### config.mk
export PLATFORM = sky130hd
export DESIGN_NAME = qid_fb_issue_ctrl
export DESIGN_NICKNAME = d
export VERILOG_FILES = /design/src/rtl/qid_fb_issue_ctrl.sv
export SDC_FILE = /design/constraint.sdc
export NUM_CORES = 1
export LEC_CHECK = 0
export ABC_AREA = 1
export CAP_MARGIN = 0
export CELL_PAD_IN_SITES_DETAIL_PLACEMENT = 1
export CELL_PAD_IN_SITES_GLOBAL_PLACEMENT = 2
export CORE_MARGIN = 1.5
export CORE_UTILIZATION = 33
export CTS_BUF_LIST = sky130_fd_sc_hd__clkbuf_4 sky130_fd_sc_hd__clkbuf_8
export DETAILED_ROUTE_END_ITERATION = 10
export MAX_ROUTING_LAYER = met4
export PLACE_DENSITY_LB_ADDON = 0.1
export SYNTH_ARGS = -nofsm -noshare
export SYNTH_HDL_FRONTEND = slang
export SYNTH_SLANG_ARGS = --single-unit
### constraint.sdc
create_clock -name clk -period 4.1 [get_ports clk]
set_input_delay 0.82 -clock clk [delete_from_list [all_inputs] [get_ports clk]]
set_output_delay 0.82 -clock clk [all_outputs]
set_load 0.05 [all_outputs]
### src/rtl/qid_fb_issue_ctrl.sv
// ---------------------------------------------------------------------------
// qid_fb_issue_ctrl
//
// Issue controller between the QID instruction buffer and the QID pipeline.
// Pops opcodes from the buffer head and delivers them through a registered
// valid/ready output stage. Logical-measurement-feedback (LQM_FB) opcodes are
// held until a feedback result is available. They are then resolved into
// LQM_X / LQM_Z, or left as an unresolved LQM_FB. One early feedback result
// is buffered, so feedback may arrive before, with or after its instruction.
//
// Optional feature macro: QID_FB_TIMEOUT_EN
//   Defined   : an LQM_FB that has waited TIMEOUT_CYC cycles is issued
//               unresolved, and the sticky fb_timeout flag is set.
//   Undefined : WAIT_FB waits indefinitely; fb_timeout is tied to 0.
//
// Ports
//   clk, rst             clock, asynchronous active-high reset
//   instbuf_empty        buffer has no entry
//   instbuf_head_opcode  opcode at the buffer head (valid when !instbuf_empty)
//   instbuf_pop          combinational pop of the buffer head
//   measfb_valid/ready   feedback handshake; ready = no feedback pending
//   measfb_xorz          feedback Pauli basis
//   out_valid/ready      output handshake
//   out_opcode           issued opcode
//   out_a_taken          issued LQM_FB was resolved to X or Z
//   stall                high while waiting for feedback
//   wait_cycles          cycles spent in the current or most recent wait
//   issue_cnt            opcodes loaded into the output register (wraps)
//   fb_timeout           sticky feedback-timeout flag
// ---------------------------------------------------------------------------
`ifndef OPCODE_BW
`define OPCODE_BW 8
`endif
`ifndef INVALID_OPCODE
`define INVALID_OPCODE 8'hFF
`endif
`ifndef LQM_FB_OPCODE
`define LQM_FB_OPCODE 8'h20
`endif
`ifndef LQM_X_OPCODE
`define LQM_X_OPCODE 8'h21
`endif
`ifndef LQM_Z_OPCODE
`define LQM_Z_OPCODE 8'h22
`endif
`ifndef PP_X
`define PP_X 2'd1
`endif
`ifndef PP_Z
`define PP_Z 2'd2
`endif

module qid_fb_issue_ctrl #(
  parameter int WAIT_CNT_BW = 16,
  parameter int TIMEOUT_CYC = 1024
) (
  input  logic                   clk,
  input  logic                   rst,
  input  logic                   instbuf_empty,
  input  logic [`OPCODE_BW-1:0]  instbuf_head_opcode,
  output logic                   instbuf_pop,
  input  logic                   measfb_valid,
  input  logic [1:0]             measfb_xorz,
  output logic                   measfb_ready,
  output logic                   out_valid,
  input  logic                   out_ready,
  output logic [`OPCODE_BW-1:0]  out_opcode,
  output logic                   out_a_taken,
  output logic                   stall,
  output logic [WAIT_CNT_BW-1:0] wait_cycles,
  output logic [WAIT_CNT_BW-1:0] issue_cnt,
  output logic                   fb_timeout
);

  typedef enum logic {IDLE, WAIT_FB} state_t;

  state_t                  state, state_nxt;
  logic                    fb_pend_valid;
  logic [1:0]              fb_pend_xorz;

  logic                    slot_free, fb_accept, fb_avail, head_is_fb;
  logic [1:0]              fb_sel_xorz;
  logic [`OPCODE_BW-1:0]   res_opcode, load_opcode;
  logic                    res_a_taken, load_a_taken;
  logic                    load, consume, wait_clear, timeout_hit, timeout_fire;
  logic                    timeout_en;

  assign measfb_ready = !fb_pend_valid;
  assign slot_free    = !out_valid || out_ready;
  assign fb_accept    = measfb_valid && measfb_ready;
  assign fb_avail     = fb_pend_valid || fb_accept;
  // Pending feedback is older than anything on the input, so it wins.
  assign fb_sel_xorz  = fb_pend_valid ? fb_pend_xorz : measfb_xorz;
  assign head_is_fb   = !instbuf_empty && (instbuf_head_opcode == `LQM_FB_OPCODE);
  assign stall        = (state == WAIT_FB);

`ifdef QID_FB_TIMEOUT_EN
  assign timeout_en = 1'b1;
`else
  assign timeout_en = 1'b0;
`endif
  assign timeout_hit = timeout_en &&
                       (wait_cycles >= WAIT_CNT_BW'(TIMEOUT_CYC - 1));

  always_comb begin
    res_opcode  = `LQM_FB_OPCODE;
    res_a_taken = 1'b0;
    if (fb_sel_xorz == `PP_X) begin
      res_opcode  = `LQM_X_OPCODE;
      res_a_taken = 1'b1;
    end else if (fb_sel_xorz == `PP_Z) begin
      res_opcode  = `LQM_Z_OPCODE;
      res_a_taken = 1'b1;
    end
  end

  // NOTE: every signal driven here gets a default first, so no path can
  // leave one unassigned and infer a latch.
  always_comb begin
    state_nxt    = state;
    instbuf_pop  = 1'b0;
    load         = 1'b0;
    load_opcode  = instbuf_head_opcode;
    load_a_taken = 1'b0;
    consume      = 1'b0;
    wait_clear   = 1'b0;
    timeout_fire = 1'b0;
    case (state)
      IDLE: begin
        if (!instbuf_empty) begin
          if (!head_is_fb) begin
            if (slot_free) begin
              load        = 1'b1;
              instbuf_pop = 1'b1;
            end
          end else if (slot_free && fb_avail) begin
            load         = 1'b1;
            instbuf_pop  = 1'b1;
            consume      = 1'b1;
            load_opcode  = res_opcode;
            load_a_taken = res_a_taken;
          end else begin
            state_nxt  = WAIT_FB;
            wait_clear = 1'b1;
          end
        end
      end
      WAIT_FB: begin
        // A buffer flush removes the waiting LQM_FB; pending feedback stays.
        if (instbuf_empty) begin
          state_nxt = IDLE;
        end else if (slot_free && fb_avail) begin
          load         = 1'b1;
          instbuf_pop  = 1'b1;
          consume      = 1'b1;
          load_opcode  = res_opcode;
          load_a_taken = res_a_taken;
          state_nxt    = IDLE;
        end else if (slot_free && timeout_hit) begin
          load         = 1'b1;
          instbuf_pop  = 1'b1;
          load_opcode  = `LQM_FB_OPCODE;
          timeout_fire = 1'b1;
          state_nxt    = IDLE;
        end
      end
      default: state_nxt = IDLE;
    endcase
  end

  // NOTE: sequential state uses non-blocking assignments only, so every
  // register samples the pre-edge values of the others.
  always_ff @(posedge clk or posedge rst) begin
    if (rst) begin
      state         <= IDLE;
      fb_pend_valid <= 1'b0;
      fb_pend_xorz  <= 2'b00;
      out_valid     <= 1'b0;
      out_opcode    <= `INVALID_OPCODE;
      out_a_taken   <= 1'b0;
      wait_cycles   <= '0;
      issue_cnt     <= '0;
    end else begin
      state <= state_nxt;

      // A direct consume leaves the pending register empty as well.
      if (consume) begin
        fb_pend_valid <= 1'b0;
      end else if (fb_accept) begin
        fb_pend_valid <= 1'b1;
        fb_pend_xorz  <= measfb_xorz;
      end

      if (load) begin
        out_valid   <= 1'b1;
        out_opcode  <= load_opcode;
        out_a_taken <= load_a_taken;
        issue_cnt   <= issue_cnt + 1'b1;
      end else if (out_ready) begin
        out_valid <= 1'b0;
      end

      if (wait_clear) begin
        wait_cycles <= '0;
      end else if ((state == WAIT_FB) && (wait_cycles != '1)) begin
        wait_cycles <= wait_cycles + 1'b1;
      end
    end
  end

`ifdef QID_FB_TIMEOUT_EN
  always_ff @(posedge clk or posedge rst) begin
    if (rst) begin
      fb_timeout <= 1'b0;
    end else if (timeout_fire) begin
      fb_timeout <= 1'b1;
    end
  end
`else
  assign fb_timeout = 1'b0;
`endif

endmodule
==> key figures <==
Die
  • Die Ht: 96.4 um
  • Io pins: 61
  • Initial Util: 34.5%
  • Die footprint: 9290 um2
  • Cell row count: 33
  • Die Wd: 96.4 um
  • Core area: 8340 um2

Drt
  • Wire length per cell: 14.3 um
  • DRT Pass-1 Iters: 4
  • DRC: 0
  • Routed Antenna Nets: 0
  • Vias/cell: 4.81
  • Total wire length: 7.59 mm
  • Iter 0 DRT Violations: 52
  • Via count: 2549

CTS
  • H-Tree Level Count: 2
  • Postcts setup bufs: 0
  • CTS Buf Count: 5
  • Root Driver: clkbuf_8
  • Worst-skew pair later-pin latency: 0.31 ns
  • Clock buffer depth: 2
  • PostCTS Resize Cnt: 0
  • Clock Sinks: 46
  • Worst-path clk slew: 0.09 ns
  • Post-CTS Hold Fix Bufs: 0
  • CTS tree: built

Placed design
  • Dpl ws: 0.983 ns
  • PortBufs: 59
  • Post-DP HPWL: 5.62 mm
  • GPL Wtd Cong: 0.778

Synth
  • Sequential share of the synthesized area: 40.3%
  • Ys Warns: 0
  • #FFs+latches synth: 46
  • Leading area contributor after synthesis: dfrtp_1
  • Commonest cells in the netlist: 93 x nand2_1, 47 x inv_1, 47 x nand3_1, 38 x dfrtp_1, 25 x nor2_1
  • Top cell type's share of synthesized area: 33.0%
  • Post-synth EDFFs: 0
  • Syn avg cell area: 7.86 um2
  • Synth Instances: 366
  • Synth Flop Type: dfrtp_1
  • Yosys cell types: 30
  • Fraction of registers with async set/reset: 100%
  • Ranking of synthesized cells by area: dfrtp_1 33%, nand2_1 12%, nand3_1 8.2%, dfstp_2 7.3%, o21ai_2 6.7%
  • Syn_nets: 385
  • Syn Std Cell Area: 2880 um2
  • Most common cell in the netlist: nand2_1

Min path
  • Hold_sp: fb_pend_xorz[1]$_DFFE_PP0P_
  • WHS Path Cells: 2
  • Worst Hold Class: flip-flop to flip-flop
  • Min-Delay Endpoint: fb_pend_xorz[1]$_DFFE_PP0P_

Power
  • LEAKAGE: 0.00181 uW
  • Cell Pwr Density: 440 nW/um2
  • Max VDD drop: 175 uV
  • Tot Pwr: 1610 uW

Finish
  • Layout cell share with drive strength beyond 1: 15.8%
  • Area grow syn2layout: 26.9%
  • Filler Cell Count: 1026
  • Final net count: 443
  • Ant diodes: 0

Timing
  • Worst slew pin tran: 1.12 ns
  • Unrepaired setup endpoints after global routing: false
  • Final Cycle Share: 75.2%
  • Worst hold slack: 0.493 ns
  • Clock Skews: 0.00803 ns
  • Fin crit period: 3.08 ns
  • Final hold vios: 0
  • Setup violators final: 0
  • Final setup margin: 1.02 ns
  • Setup tns final: 0 ns
  • Slew Viols, Final: 0
  • Relative slew slack: 25.4%
  • Fmax: 324 MHz

Critical path
  • R2r setup slk: 1.84 ns
  • CP Max Fanout: 17
  • Crit path launch type: input pin
  • Crit Path Class: input pin to output pin
  • Arrival @ worst endpoint: 2.26 ns
  • Worst r2r src: wait_cycles[0]$_DFFE_PP0P_
  • Worst r2r dst: wait_cycles[11]$_DFFE_PP0P_
  • Worst EP required: 3.28 ns
  • Worst Reg-to-Reg Cells: 8
  • CP Capture Type: output pin

GRT
  • Grt total ovfl: 0
  • Vias in the first global route: 2682
  • Largest net degree at the start of global routing: 47
  • Global-route usage over all layers: 18.4%
  • Antenna violations before repair: 0
  • First-pass GRT wire length: 12.8 mm

Flow run
  • Max-cap viol count: 0

Status
  • Status: complete, no violations
-- through the flow --
step / instance area [um2] / cells / utilization, %
after global placement: 3540 / 522 / 42.4
final: 3650 / 530 / 43.8
after CTS: 3650 / 530 / 43.8
after floorplan: 2880 / 366 / -
after global routing: 3650 / 530 / 43.8
after detailed placement: 3540 / 522 / 42.4
-- routing by layer --
| metal | vias up | share of wire (%) | routed length [um] | track usage [%] |
|---|---|---|---|---|
| li1 | 1274 | - | - | - |
| met1 | 1232 | 48 | 3650 | 23.3 |
| met2 | 38 | 49 | 3690 | 30.8 |
| met3 | 5 | 2.6 | 198 | 3.76 |
| met4 | 0 | 0.76 | 58 | 3.62 |
| met5 | - | 0 | 0 | - |
-- cell families (layout without fill, tap and decap cells) --
kind of cell / count (synthesis) / in the layout / synth area share (%)
and+or+nand+nor: 198 / 198 / 32.3
xor gates and xnor gates: 22 / 22 / 6.70
AOI/OAI and AO/OA: 37 / 37 / 9.65
other: 1 / 1 / 0.130
DFF: 46 / 46 / 40.3
adders and majority gates: 4 / 4 / 1.74
buffers and inverters: 58 / 117 / 9.17
-- cell type report --
cell class	count	area, um2	share of cell area [%]
Multi-Input combinational cell	262	1450	39.8
Sequential cell	46	1160	31.8
Timing Repair Buffer	60	608	16.7
Inverter	49	184	5.04
Tap cell	105	131	3.60
Clock buffer	7	83.8	2.30
Clock inverter	1	30.0	0.822
-- power breakdown --
group          internal, uW  total, uW  switching, uW
registers               522        591           68.8
clock network           196        360            164
logic                   222        657            435
-- flip-flops by register name (all words and copies together), names as in the netlist --
register	cells
fb_pend_valid	1
fb_pend_xorz	2
issue_cnt	16
out_a_taken	1
out_opcode	8
out_valid	1
stall	1
wait_cycles	16
-- worst max-delay path, stage by stage --
cell	delay [ns]
clkdlybuf4s50_1	0.44
inv_1	0.12
nand2_1	0.06
nor2_1	0.12
nand3_1	0.10
nand2_1	0.11
nand3_4	0.20
nand2_4	0.15
buf_12	0.14
-- worst max-delay path by stage --
stage                           start  cells past startpoint     endpoint
2_1_floorplan  instbuf_head_opcode[0]                      8  instbuf_pop
3_3_place_gp   instbuf_head_opcode[0]                      9  instbuf_pop
3_5_place_dp   instbuf_head_opcode[7]                      8  instbuf_pop
4_1_cts        instbuf_head_opcode[7]                      8  instbuf_pop
5_1_grt        instbuf_head_opcode[0]                      9  instbuf_pop
6_report       instbuf_head_opcode[0]                      9  instbuf_pop
-- cells in the final DEF (no fill, tap or decap), drive strengths merged --
| cell | count |
|---|---|
| nand2 | 106 |
| clkdlybuf4s50 | 58 |
| nand3 | 49 |
| inv | 49 |
| dfrtp | 38 |
| o21ai | 32 |
| nor2 | 30 |
| xor2 | 20 |
| dfstp | 8 |
| clkbuf | 7 |
| nor3 | 6 |
| nand4 | 4 |
| ha | 4 |
| a21oi | 4 |
| xnor2 | 2 |
| or2 | 2 |
| buf | 2 |
| nand3b | 1 |
| o211ai | 1 |
| conb | 1 |
| bufinv | 1 |
Power figures use the tool's default switching activity.
